[config.mk]
export PLATFORM = sky130hd
export DESIGN_NAME = fighter_fsm
export DESIGN_NICKNAME = d
export VERILOG_FILES = /design/src/rtl/fighter_pkg.sv /design/src/rtl/frame_timer.sv /design/src/rtl/fighter_fsm.sv
export SDC_FILE = /design/constraint.sdc
export NUM_CORES = 1
export LEC_CHECK = 0
export CAP_MARGIN = 20
export CORE_MARGIN = 2
export CORE_UTILIZATION = 55
export CTS_CLUSTER_SIZE = 25
export DETAILED_ROUTE_END_ITERATION = 8
export PLACE_DENSITY = 0.8
export SYNTH_ARGS = -nofsm -noshare
export SYNTH_HDL_FRONTEND = slang
export SYNTH_SLANG_ARGS = --single-unit
[constraint.sdc]
create_clock -name clk -period 2.5 [get_ports clk]
set_input_delay 0.5 -clock clk [delete_from_list [all_inputs] [get_ports clk]]
set_output_delay 0.5 -clock clk [all_outputs]
set_load 0.05 [all_outputs]
[src/rtl/fighter_pkg.sv]
// Shared definitions for the fighter controller: state encodings, timer sizing, knockback distance.
package fighter_pkg;

    typedef enum logic [2:0] {
        IDLE         = 3'd0,
        WALK_FWD     = 3'd1,
        WALK_BACK    = 3'd2,
        ATK_STARTUP  = 3'd3,
        ATK_ACTIVE   = 3'd4,
        ATK_RECOVERY = 3'd5,
        HITSTUN      = 3'd6,
        BLOCKSTUN    = 3'd7
    } fighter_state_t;

    localparam int unsigned KNOCKBACK_PX = 8;

    function automatic int unsigned max_frames(input int unsigned a, input int unsigned b,
                                               input int unsigned c, input int unsigned d,
                                               input int unsigned e);
        int unsigned m;
        m = a;
        if (b > m) m = b;
        if (c > m) m = c;
        if (d > m) m = d;
        if (e > m) m = e;
        return m;
    endfunction

    function automatic int unsigned timer_width(input int unsigned max_fr);
        int unsigned w;
        w = $clog2(max_fr + 1);
        return (w < 1) ? 1 : w;
    endfunction

endpackage

[src/rtl/frame_timer.sv]
// Down-counting phase timer shared by all timed fighter states; holds at zero until reloaded.
module frame_timer #(
    parameter int unsigned W = 3
) (
    input  logic         clk,
    input  logic         reset,
    input  logic         load,
    input  logic [W-1:0] load_val,
    output logic [W-1:0] count,
    output logic         zero
);

    always_ff @(posedge clk or posedge reset) begin
        if (reset)
            count <= '0;
        else if (load)
            count <= load_val;
        else if (count != '0)
            count <= count - W'(1);
    end

    assign zero = (count == '0);

endmodule

[src/rtl/fighter_fsm.sv]
// Per-player character controller: walking, three-phase attacks, hit/block stun, clamped position.
// Optional knockback on stun entry is compiled in with `define FIGHTER_KNOCKBACK_EN.
module fighter_fsm
    import fighter_pkg::*;
#(
    parameter int unsigned X_W          = 10,
    parameter int unsigned SCREEN_W     = 640,
    parameter int unsigned SPRITE_W     = 64,
    parameter int unsigned X_MIN        = 0,
    parameter int unsigned START_X      = 100,
    parameter int unsigned FACE_RIGHT   = 1,
    parameter int unsigned FWD_SPEED    = 3,
    parameter int unsigned BACK_SPEED   = 2,
    parameter int unsigned STARTUP_FR   = 3,
    parameter int unsigned ACTIVE_FR    = 2,
    parameter int unsigned RECOVERY_FR  = 6,
    parameter int unsigned HITSTUN_FR   = 6,
    parameter int unsigned BLOCKSTUN_FR = 4
) (
    input  logic           clk,
    input  logic           reset,
    input  logic           move_left,
    input  logic           move_right,
    input  logic           attack,
    input  logic           got_hit,
    output logic [X_W-1:0] char_x,
    output logic [2:0]     state,
    output logic           hitbox_active,
    output logic           in_stun
);

    localparam int unsigned X_MAX  = SCREEN_W - SPRITE_W;
    localparam int unsigned MAX_FR = max_frames(STARTUP_FR, ACTIVE_FR, RECOVERY_FR,
                                                HITSTUN_FR, BLOCKSTUN_FR);
    localparam int unsigned TW     = timer_width(MAX_FR);

    localparam logic [TW-1:0] LD_STARTUP   = TW'(STARTUP_FR - 1);
    localparam logic [TW-1:0] LD_ACTIVE    = TW'(ACTIVE_FR - 1);
    localparam logic [TW-1:0] LD_RECOVERY  = TW'(RECOVERY_FR - 1);
    localparam logic [TW-1:0] LD_HITSTUN   = TW'(HITSTUN_FR - 1);
    localparam logic [TW-1:0] LD_BLOCKSTUN = TW'(BLOCKSTUN_FR - 1);

    fighter_state_t cur_state, nxt_state;
    logic [X_W-1:0] x_q, x_d;
    logic           timer_load;
    logic [TW-1:0]  timer_val;
    logic [TW-1:0]  timer_count;
    logic           timer_zero;
    logic           one_dir, fwd, back;

    frame_timer #(.W(TW)) u_timer (
        .clk      (clk),
        .reset    (reset),
        .load     (timer_load),
        .load_val (timer_val),
        .count    (timer_count),
        .zero     (timer_zero)
    );

    assign one_dir = move_left ^ move_right;
    assign fwd     = one_dir & ((FACE_RIGHT != 0) ? move_right : move_left);
    assign back    = one_dir & ((FACE_RIGHT != 0) ? move_left  : move_right);

    // Saturating moves; comparisons are rearranged so nothing underflows.
    function automatic logic [X_W-1:0] step_left(input logic [X_W-1:0] x, input int unsigned spd);
        int unsigned xi;
        xi = 32'(x);
        return (xi < X_MIN + spd) ? X_W'(X_MIN) : X_W'(xi - spd);
    endfunction

    function automatic logic [X_W-1:0] step_right(input logic [X_W-1:0] x, input int unsigned spd);
        int unsigned xi;
        xi = 32'(x);
        return (xi + spd > X_MAX) ? X_W'(X_MAX) : X_W'(xi + spd);
    endfunction

    function automatic logic [X_W-1:0] step_fwd(input logic [X_W-1:0] x, input int unsigned spd);
        return (FACE_RIGHT != 0) ? step_right(x, spd) : step_left(x, spd);
    endfunction

    function automatic logic [X_W-1:0] step_back(input logic [X_W-1:0] x, input int unsigned spd);
        return (FACE_RIGHT != 0) ? step_left(x, spd) : step_right(x, spd);
    endfunction

    always_comb begin
        nxt_state  = cur_state;
        x_d        = x_q;
        timer_load = 1'b0;
        timer_val  = '0;
        case (cur_state)
            IDLE, WALK_FWD, WALK_BACK: begin
                if (got_hit) begin
                    timer_load = 1'b1;
                    if (back) begin
                        nxt_state = BLOCKSTUN;
                        timer_val = LD_BLOCKSTUN;
`ifdef FIGHTER_KNOCKBACK_EN
                        x_d = step_back(x_q, KNOCKBACK_PX / 2);
`endif
                    end else begin
                        nxt_state = HITSTUN;
                        timer_val = LD_HITSTUN;
`ifdef FIGHTER_KNOCKBACK_EN
                        x_d = step_back(x_q, KNOCKBACK_PX);
`endif
                    end
                end else if (attack) begin
                    nxt_state  = ATK_STARTUP;
                    timer_load = 1'b1;
                    timer_val  = LD_STARTUP;
                end else if (fwd) begin
                    nxt_state = WALK_FWD;
                    x_d       = step_fwd(x_q, FWD_SPEED);
                end else if (back) begin
                    nxt_state = WALK_BACK;
                    x_d       = step_back(x_q, BACK_SPEED);
                end else begin
                    nxt_state = IDLE;
                end
            end
            ATK_STARTUP, ATK_ACTIVE, ATK_RECOVERY: begin
                if (got_hit) begin
                    nxt_state  = HITSTUN;
                    timer_load = 1'b1;
                    timer_val  = LD_HITSTUN;
`ifdef FIGHTER_KNOCKBACK_EN
                    x_d = step_back(x_q, KNOCKBACK_PX);
`endif
                end else if (timer_zero) begin
                    timer_load = 1'b1;
                    if (cur_state == ATK_STARTUP) begin
                        nxt_state = ATK_ACTIVE;
                        timer_val = LD_ACTIVE;
                    end else if (cur_state == ATK_ACTIVE) begin
                        nxt_state = ATK_RECOVERY;
                        timer_val = LD_RECOVERY;
                    end else begin
                        nxt_state  = IDLE;
                        timer_load = 1'b0;
                    end
                end
            end
            HITSTUN, BLOCKSTUN: begin
                if (timer_zero)
                    nxt_state = IDLE;
            end
            default: nxt_state = IDLE;
        endcase
    end

    always_ff @(posedge clk or posedge reset) begin
        if (reset) begin
            cur_state     <= IDLE;
            x_q           <= X_W'(START_X);
            hitbox_active <= 1'b0;
            in_stun       <= 1'b0;
        end else begin
            cur_state     <= nxt_state;
            x_q           <= x_d;
            hitbox_active <= (nxt_state == ATK_ACTIVE);
            in_stun       <= (nxt_state == HITSTUN) || (nxt_state == BLOCKSTUN);
        end
    end

    // The timer is only ever loaded with a phase length minus one.
    always_ff @(posedge clk) begin
        if (!reset)
            assert (32'(timer_count) < MAX_FR);
    end

    assign state  = cur_state;
    assign char_x = x_q;

endmodule
# After elaboration in Yosys (flattened, before gate mapping)
# Cells that the tools add are included.
[totals]
reg_bits = 18
input_bits = 6
output_inout_bits = 15
elab_cells = 66
[op_classes]
add_sub_neg = 3
magnitude_cmp = 2
n_eq_ne = 10
n_mux = 31
bitwise = 5
n_reduce_logical = 10
[op_table]
columns = ["operator", "n"]
rows = [
  ["$mux W10", 4],
  ["$mux W3", 13],
  ["$gt A32 B10 Y1 const B", 1],
  ["$eq A3 B3 Y1 const B", 7],
  ["$add A10 B2 Y11 const B", 1],
  ["$lt A10 B2 Y1 const B", 1],
  ["$sub A10 B2 Y10 const B", 1],
  ["$pmux W3 S3", 1],
  ["$mux W2", 4],
  ["$mux W1", 7],
  ["$eq A3 B2 Y1 const B", 2],
  ["$logic_not A3 Y1", 2],
  ["$pmux W3 S2", 1],
  ["$reduce_or A3 Y1", 2],
  ["$reduce_and A4 Y1", 1],
  ["$reduce_bool A2 Y1", 2],
  ["$eq A3 B1 Y1 const B", 1],
  ["$reduce_bool A3 Y1", 1],
  ["$sub A3 B1 Y3 const B", 1],
  ["$and A1 B1 Y1", 2],
  ["$not A1 Y1", 2],
  ["$pmux W1 S2", 1],
  ["$reduce_or A2 Y1", 1],
  ["$logic_or A1 B1 Y1", 1],
  ["$xor A1 B1 Y1", 1],
]

# Depth between registers and ports, before layout
[depth]
depth_word = 9
mapped_depth = 9

# Hierarchy
# A second synthesis with hierarchy kept.
[unflattened]
hier_cells = 200
hier_area_um2 = 1641.6
[by_module_without_submodules]
columns = ["module", "n_inst", "cells_per_inst", "area_each_um2", "seq_area_each_um2"]
rows = [
  ["fighter_fsm", 1, 178, 1436.4, 379.1],
  ["frame_timer", 1, 22, 205.2, 75.1],
]

# Worst setup path before layout
# No wires, ideal clock.
[synth_path]
path_type = "register -> register"
start = "register x_q[1] (netlist: char_x[1])"
end = "register x_q[1] (netlist: char_x[1])"
setup_ns = 0.078
arrival_ns = 2.427
slack_ns = -0.005
stages_incl_launch_ff = 9
period_less_slack_ns = 2.505
path_cell_list = "dfrtp_1 > inv_1 > ha_1 > nor2b_2 > mux2_2 > o31ai_1 > a21oi_2 > o32a_1 > a21oi_1"
[synth_via]
elab_chain_cells = 4
word_cells_on_any_way = 8
cone_classes = "add/sub: 2; order compare: 2; mux: 4"
[synth_rtl]
columns = ["element", "line_no", "text"]
rows = [
  ["start: declaration", "fighter_fsm.sv:44", "logic [X_W-1:0] x_q, x_d;"],
  ["start signal: assignment", "fighter_fsm.sv:154", "x_q <= X_W'(START_X);"],
  ["$add A10 B2 Y11 (tied with other cells)", "fighter_fsm.sv:74", "return (xi + spd > X_MAX) ? X_W'(X_MAX) : X_W'(xi + spd);"],
  ["$gt A32 B10 Y1 / $mux W10 (equally long branches)", "fighter_fsm.sv:74, fighter_fsm.sv:68", ""],
  ["$mux W10, on equally long branches", "fighter_fsm.sv:74, fighter_fsm.sv:114", ""],
  ["$mux W10 *", "fighter_fsm.sv:111", "end else if (fwd) begin"],
]
# Mark *: on every way between the ends. The rest lies on a longest branch, timed or not. The select of a mux whose other input is x is not followed.
# A chain may end at the register's enable or synchronous reset.

# Worst setup path in the final report
[layout_path]
start = "register x_q[1] (netlist: char_x[1])"
end = "register x_q[7] (netlist: char_x[7])"
# Same word-level chain as after synthesis.

==> results.ini <==
[sta]
max_freq_mhz=424
timing.max_slew.rel_slack=0.534
finalClockSkew_ps=6.87
report.final.slew_viol_count=0
fin_tns_setup_ps=0
setup_violations=0
worstMarginPinSlew_ps=698
rsz0062_at_grt=false
fin_crit_ps=2360
finalHoldViolCount=0
whs_ps=568
fin_crit_sh=0.943

[placement]
place_congestion=0.996
dp_cells=244
port_buffers=20
dp_hpwl_um=2990
placed_cell_area_sq_um=1830

[clock_network]
insertion_delay_ps=290
root_buffer=clkbuf_4
cts_sinks=18
clockBufferDepth=2
htree_levels=1
ctsResizeCount=0
cts_tree=built
cts_inserted_buffers=3
cts_setup_buffers=0
hold_buffers=0
clk_pin_slew_ps=110

[route]
vias_per_cell=6.46
drt_first_pass_iters=5
avgRoutedWirePerCell_um=16.3
first_iter_violations=160
wirelength_um=4040
ant_nets=0
vias=1603
route.detailed.drc=0

[worst_setup_path]
crit_path_start_kind=flop
crit_required_ps=2690
cp_max_fo=7
setup.worst_path.end_class=flop
cp.arrival_ps=2550
worst-setup-path-type=flop to flop

[synth]
synth_cells=195
seq_area_frac_synth=0.289
ys_ff_latch=18
async_flop_share=1.00
synth-edff-count=0
syn_avg_cell_area_sq_um=8.06
synth_ff_type=dfrtp_1
synth_area_sq_um=1570
synth_cell_types=55
yosysWarnings=0
syn-num-nets=210

[grt]
grt_max_degree=19
grt.overflow.total=0
antenna_found_initial=0
grt_pass1_wl_um=6910
grt_usage=0.265
grt_pass1_vias=1503

[floorplanning]
num_rows=19
ioPinCount=21
die_width_um=57.5
core_sq_um=2730
die_area_sq_um=3300
initial_core_util=0.575
die_y_um=57.5

[outcome]
status=finished clean

[hold_path]
hold_path_class=flop to flop

[job]
maxCapViolCount=0

[layout]
area_delta_synth_final_pct=19.7
drive_gt1_frac=0.143
final_net_count=233
fin_cells=248
fin_area_sq_um=1880
antenna_cells=0

[pwr]
total_power_w=0.00224
p_leak_nw=0.773
peakVddDrop_uv=1020
p_per_area_nw_per_um2=1190

## cells in the mapped netlist (3+ instances only)
cell      number  share of area
o21ai_0       16          0.051
inv_1         15          0.036
nand2b_1       4          0.016
nand2_1       16          0.038
nor3_1        10          0.032
a21o_1         4          0.019
a21oi_1       18          0.057
ha_1           9          0.072
xnor2_1        4          0.022
dfstp_2        3          0.050
clkbuf_1       8          0.019
nor2_1        12          0.029
o31ai_1        5          0.024
buf_2          4          0.013
dfrtp_1       15           0.24
## sequential cells by signal, indices dropped and copies added (netlist names)
name	flops
char_x	10
state	3
u_timer.count	3
hitbox_active	1
in_stun	1
## through the flow
step | util | setup slack [ps]
final | 0.688 | 143
after detailed placement | 0.670 | 124
after global routing | 0.688 | 3.73
after floorplan | - | 63.0
after CTS | 0.684 | 104
after global placement | 0.670 | 148
## worst paths after layout
kind                                    end  cells past startpoint      start  slack (ps)
setup / recovery                  char_x[7]                      8  char_x[1]         140
hold / removal                    char_x[2]                      1  char_x[2]         570
setup reg to reg                  char_x[7]                      8  char_x[1]         140
hold reg to reg                   char_x[2]                      1  char_x[2]         570
max in group asynchronous         char_x[1]                      2      reset        1400
min in group asynchronous  u_timer.count[0]                      2      reset         620
## layout make-up
| type | instances | area [sq um] |
|---|---|---|
| tap | 31 | 38.8 |
| fill | 233 | 852 |
| inverter | 15 | 56.3 |
| multi-input combinational | 149 | 1010 |
| clock buffer | 4 | 36.3 |
| sequential | 18 | 455 |
| timing repair buffer | 31 | 283 |
## critical path, stage by stage, from the launching register on
cell      delay [ps]
dfrtp_2          420
inv_1            120
ha_1             280
nor2b_2          220
mux2_2           370
o31ai_2          300
a21oi_4          130
nand2b_4         190
o41ai_1          240
## power by group
part / switching, W / internal [W]
Clock: 0.0000928 / 0.0000886
Sequential: 0.000205 / 0.000421
Combinational: 0.000852 / 0.000581
## cells by family after synthesis
group / Yosys count / synth area share
AOI/OAI and AO/OA: 66 / 0.286
and+or+nand+nor: 65 / 0.225
buffers and inverters: 28 / 0.0748
DFF: 18 / 0.289
adders and majority gates: 9 / 0.0717
xor gates and xnor gates: 6 / 0.0334
muxes: 3 / 0.0199
## layout by cell type (no fill, tap or decap), drive strengths merged, types with 2 or more instances in the layout
master,synthesis,layout
clkdlybuf4s50,0,20
a21oi,19,19
nand2,16,16
o21ai,16,16
inv,15,15
dfrtp,15,15
nor2,13,13
buf,5,11
nor3,10,10
ha,9,9
nand2b,5,5
o31ai,5,5
a21o,4,4
xnor2,4,4
clkbuf,8,4
dfstp,3,3
nor2b,3,3
a31oi,2,2
nand4,2,2
mux2i,2,2
a22o,2,2
nand3b,2,2
nand3,2,2
and2,2,2
xor2,2,2
a32oi,2,2
nor3b,2,2
a221o,2,2
or3,2,2
## metal layers
layer / GRT usage / routed length (um)
met1: 0.336 / 1630
met4: 0.0831 / 97
met3: 0.0454 / 286
met2: 0.458 / 2030
met5: 0 / 0
Note: power is estimated with default switching activity, not from simulation.
